### src/rtl/escalonador_multiplicador.sv
// Round-robin scheduler/sequencer for the shared 8x8 saturating shift-add multiplier.
// Arbitrates two requesters, runs one multiply at a time and aborts it if Pronto never arrives.
module escalonador_multiplicador #(
  parameter int TIMEOUT = 300
) (
  input  logic       clock,
  input  logic       reset,
  input  logic       req0,
  input  logic       req1,
  input  logic [7:0] a0,
  input  logic [7:0] b0,
  input  logic [7:0] a1,
  input  logic [7:0] b1,
  output logic       done0,
  output logic       done1,
  output logic [7:0] result,
  output logic       overflow,
  output logic       error,
  output logic       busy,
  output logic [7:0] mul_a,
  output logic [7:0] mul_b,
  output logic       mul_start,
  input  logic [7:0] mul_result,
  input  logic       mul_overflow,
  input  logic       mul_pronto
);

  localparam int                WD_W    = $clog2(TIMEOUT + 1);
  localparam logic [WD_W-1:0]   WD_LAST = WD_W'(TIMEOUT - 1);

  typedef enum logic [1:0] {
    IDLE,
    START,
    WAIT,
    DONE
  } state_t;

  state_t          state, state_nx;
  logic            last, last_nx;
  logic            winner, winner_nx;
  logic            grant;
  logic [WD_W-1:0] wdog, wdog_nx;
  logic [7:0]      mul_a_nx, mul_b_nx;
  logic            start_nx, done0_nx, done1_nx;
  logic [7:0]      result_nx;
  logic            overflow_nx, error_nx;

  assign busy = (state != IDLE);

  always_comb begin
    // NOTE: every signal gets a default before the case, so no path can infer a latch.
    state_nx    = state;
    last_nx     = last;
    winner_nx   = winner;
    grant       = 1'b0;
    wdog_nx     = wdog;
    mul_a_nx    = mul_a;
    mul_b_nx    = mul_b;
    start_nx    = 1'b0;
    done0_nx    = 1'b0;
    done1_nx    = 1'b0;
    result_nx   = result;
    overflow_nx = overflow;
    error_nx    = error;

    case (state)
      IDLE: begin
        if (req0 || req1) begin
          // On a tie the requester that was not served last wins.
          grant     = (req0 && req1) ? ~last : req1;
          winner_nx = grant;
          last_nx   = grant;
          mul_a_nx  = grant ? a1 : a0;
          mul_b_nx  = grant ? b1 : b0;
          wdog_nx   = '0;
          start_nx  = 1'b1;
          state_nx  = START;
        end
      end
      START: begin
        // Pronto is stale here: the multiplier only clears at the end of this cycle.
        state_nx = WAIT;
      end
      WAIT: begin
        if (mul_pronto) begin
          result_nx   = mul_result;
          overflow_nx = mul_overflow;
          error_nx    = 1'b0;
          done0_nx    = ~winner;
          done1_nx    = winner;
          state_nx    = DONE;
        end else if (wdog == WD_LAST) begin
          result_nx   = 8'hFF;
          overflow_nx = 1'b1;
          error_nx    = 1'b1;
          done0_nx    = ~winner;
          done1_nx    = winner;
          state_nx    = DONE;
        end else begin
          wdog_nx = wdog + WD_W'(1);
        end
      end
      DONE: begin
        state_nx = IDLE;
      end
      default: begin
        state_nx = IDLE;
      end
    endcase
  end

  always_ff @(posedge clock) begin
    // NOTE: state registers use non-blocking assignments so all flops update from pre-edge values.
    if (!reset) begin
      state     <= IDLE;
      last      <= 1'b1;
      winner    <= 1'b0;
      wdog      <= '0;
      mul_a     <= '0;
      mul_b     <= '0;
      mul_start <= 1'b0;
      done0     <= 1'b0;
      done1     <= 1'b0;
      result    <= '0;
      overflow  <= 1'b0;
      error     <= 1'b0;
    end else begin
      state     <= state_nx;
      last      <= last_nx;
      winner    <= winner_nx;
      wdog      <= wdog_nx;
      mul_a     <= mul_a_nx;
      mul_b     <= mul_b_nx;
      mul_start <= start_nx;
      done0     <= done0_nx;
      done1     <= done1_nx;
      result    <= result_nx;
      overflow  <= overflow_nx;
      error     <= error_nx;
    end
  end

endmodule

### config.mk
export PLATFORM = sky130hd
export DESIGN_NAME = escalonador_multiplicador
export DESIGN_NICKNAME = d
export VERILOG_FILES = /design/src/rtl/escalonador_multiplicador.sv
export SDC_FILE = /design/constraint.sdc
export NUM_CORES = 1
export LEC_CHECK = 0
export ABC_AREA = 1
export BUFFER_PORTS_ARGS = -buffer_cell sky130_fd_sc_hd__buf_2
export CAP_MARGIN = 20
export CORE_ASPECT_RATIO = 0.5
export CORE_MARGIN = 1.5
export CORE_UTILIZATION = 48
export DETAILED_ROUTE_END_ITERATION = 12
export HOLD_SLACK_MARGIN = 0.02
export PLACE_DENSITY = 0.76
export SLEW_MARGIN = 10
export SYNTH_ARGS = -nofsm -noshare
export SYNTH_HDL_FRONTEND = slang
export SYNTH_SLANG_ARGS = --single-unit
### constraint.sdc
create_clock -name clock -period 1.6 [get_ports clock]
set_input_delay 0.08 -clock clock [delete_from_list [all_inputs] [get_ports clock]]
set_output_delay 0.08 -clock clock [all_outputs]
set_load 0.03 [all_outputs]
==> results.py <==
metrics = {
    "die": {
        "ios": 76,
        "die_area_sq_mm": 0.00441,
        "die_width_um": 92.5,
        "die_h_um": 47.7,
        "core_area_sq_mm": 0.00362,
        "start_util_pct": 53.0,
        "num_rows": 15,
    },
    "cts": {
        "clk_path_buf_depth": 2,
        "root_buffer": "clkbuf_8",
        "clkLatencyLatePin_ns": 0.29,
        "numCtsBuffers": 5,
        "hold_buffers": 0,
        "post-cts-setup-buffer-count": 0,
        "cts_max_level": 2,
        "cts.reportedPaths.clkPinSlew_ns": 0.07,
        "clock-sinks": 42,
        "tritoncts": "done",
        "cts.repair.resized": 0,
    },
    "yosys": {
        "yosysWarningCount": 0,
        "synth.area.top_cells": "dfxtp_1 44%, nand2_1 15%, o21ai_0 6.8%",
        "synth_ff_type": "dfxtp_1",
        "synth_cells": 273,
        "syn_area_per_cell_sq_um": 7.04,
        "syn_nets": 322,
        "synth.largest_area_cell": "dfxtp_1",
        "ys_top_cells_by_count": "76 x nand2_1, 42 x dfxtp_1, 32 x inv_1, 26 x o21ai_0, 19 x nor2_1",
        "synth_area_sq_mm": 0.00192,
        "synth_edf_count": 0,
        "ys_seq_area_share_pct": 43.8,
        "ys_ff_latch": 42,
        "yosysMostFrequentCell": "nand2_1",
        "yosysTopAreaCellShare_pct": 43.8,
        "ys_async_sr_fraction_pct": 0,
        "yosysUniqueCellTypes": 22,
    },
    "worst_setup_path": {
        "endpoint_kind": "register",
        "cp_top_family": "simple AND/OR/NAND/NOR gates",
        "critPathKind": "register to register",
        "start_kind": "register",
        "path_buf_inv": 3,
        "worstPathRequired_ns": 1.79,
        "rrSetupSlack_ns": 0.16,
        "crit_chain": "inv_1, ha_1, inv_2, nor3_2, nor2_4, nand2_8, inv_2, nor2_1, nor2_1",
        "worstPathMaxFanout": 9,
        "cpPeakStageDelay_ns": 0.30,
        "arrival_ns": 1.63,
        "slowest_stage": "dfxtp_1",
    },
    "timing": {
        "worst_clock_skew_ns": 0.00436,
        "fmax_mhz": 693,
        "layout_setup_ws_ns": 0.157,
        "relSlewSlack_pct": 61.6,
        "tightest_slew_ns": 0.576,
        "setup_viol": 0,
        "fin_crit_ns": 1.44,
        "rsz0062_at_grt": "yes",
        "hold_viol": 0,
        "timing.final.crit_share_pct": 90.2,
        "maxSlewViolCount": 0,
    },
    "flow_run": {
        "cap_violations": 0,
    },
    "outcome": {
        "outcome": "completed",
    },
    "placed_design": {
        "gp_congestion": 0.886,
        "place_ws_ns": 0.149,
        "dp_hpwl_um": 3320,
        "dp.cells": 392,
        "postPlaceCellArea_sq_mm": 0.00233,
        "port_buffers": 75,
    },
    "cells_and_area": {
        "instances_no_fill": 399,
        "fillerInstances": 338,
        "num_antenna_cells": 0,
        "final_area_sq_mm": 0.00242,
        "syn_to_final_growth_pct": 26.3,
        "drive_above_1_share_pct": 28.2,
        "final_nets": 397,
    },
    "routing": {
        "dr.first_iter.drc_count": 72,
        "finalWirelength_um": 4440,
        "route.detailed.drc": 0,
        "wire_per_inst_um": 11.1,
        "vias": 1940,
        "antenna_left": 0,
        "vias_per_cell": 4.86,
        "dr.pass1.iters": 4,
    },
    "global_route": {
        "grt_start_max_net_pins": 38,
        "grt_pass1_wl_um": 7070,
        "grt_pass1_vias": 1704,
        "gr-max-usage-layer": "met2",
        "use_met2_pct": 38.4,
        "met3_usage_pct": 6.19,
        "grt_overflow": 0,
        "grtUsageTotal_pct": 20.7,
        "met1_usage_pct": 24.7,
        "antenna_found_initial": 0,
    },
    "pwr": {
        "max-vdd-ir-drop_v": 0.000912,
        "p_per_area_mw_per_mm2": 1570,
        "power_leakage_uw": 0.00118,
    },
    "hold_path": {
        "hold_class": "primary input to register",
    },
}
where the power goes:
part | switching, uW | total, uW | internal, uW
combinational | 1180 | 1730 | 550
sequential | 129 | 1440 | 1310
clock | 337 | 638 | 301
registers in the layout, indices dropped and copies added, names as in the netlist:
| register | cells |
|---|---|
| last | 1 |
| winner | 1 |
| mul_b | 8 |
| state | 2 |
| done1 | 1 |
| overflow | 1 |
| wdog | 9 |
| result | 8 |
| mul_a | 8 |
| done0 | 1 |
| mul_start | 1 |
| error | 1 |
per-layer routing:
layer	vias up	share of wire, %
li1	1024	-
met1	860	46
met2	54	48
met3	2	5.3
met4	0	0.32
met5	-	0
stage by stage:
step	power [uW]	util [%]	hold WS [ns]	setup TNS, ns
floorplan	2710	-	0.231	0
global placement	3130	64.4	0.339	0
detailed placement	3160	64.4	0.346	0
CTS	3800	66.5	0.0377	0
global route	4070	66.9	0.0526	-0.0205
finish	3810	66.9	0.0434	0
final timing paths:
check                start        to  cells after the start
setup / recovery  state[0]   wdog[1]                      9
hold / removal       a0[7]  mul_a[7]                      3
setup reg to reg  state[0]   wdog[1]                      9
hold reg to reg     winner     done0                      1
cell usage in the layout, fill, tap and decap left out:
cell and instances:
nor3_2 1, buf_6 1, nand2_8 2, o21ai_1 1, inv_1 32, ha_2 1, nor3b_1 1, o21ai_0 26
buf_2 75, nand3_1 16, clkbuf_1 2, a21oi_1 18, ha_1 2, nor2_2 1, dfxtp_1 40, nand2_1 76
dfxtp_2 2, nand2_2 3, buf_4 3, nor2_1 19, inv_2 3, nor3_1 1, nor2_4 1, clkbuf_8 5
a31oi_1 16
logic make-up (layout without fill, tap and decap cells):
group                    count (synthesis)  count (layout)  synth area share (%)
AO/OA/AOI/OAI                           61              61                  16.9
AND/OR/NAND/NOR                        121             121                  27.4
buffers and inverters                   46             121                  9.90
flip-flops                              42              42                  43.8
adder cells (fa/ha/maj)                  3               3                  1.95
worst reg2reg max path, cell delays in order, from the launching register on:
cell and delay (ns):
dfxtp_1 0.30, inv_1 0.10, ha_1 0.23, inv_2 0.08, nor3_2 0.23, nor2_4 0.12
nand2_8 0.12, inv_2 0.05, nor2_1 0.08, nor2_1 0.04
final cells by class:
class                           count  area, sq um  share of cell area (%)
Clock buffer                        7         76.3                    3.15
Inverter                           35          131                    5.42
Multi-Input combinational cell    185          901                    37.2
Sequential cell                    42          843                    34.8
Tap cell                           51         63.8                    2.63
Timing Repair Buffer               79          409                    16.9
Note: power is estimated with default switching activity, not from simulation.
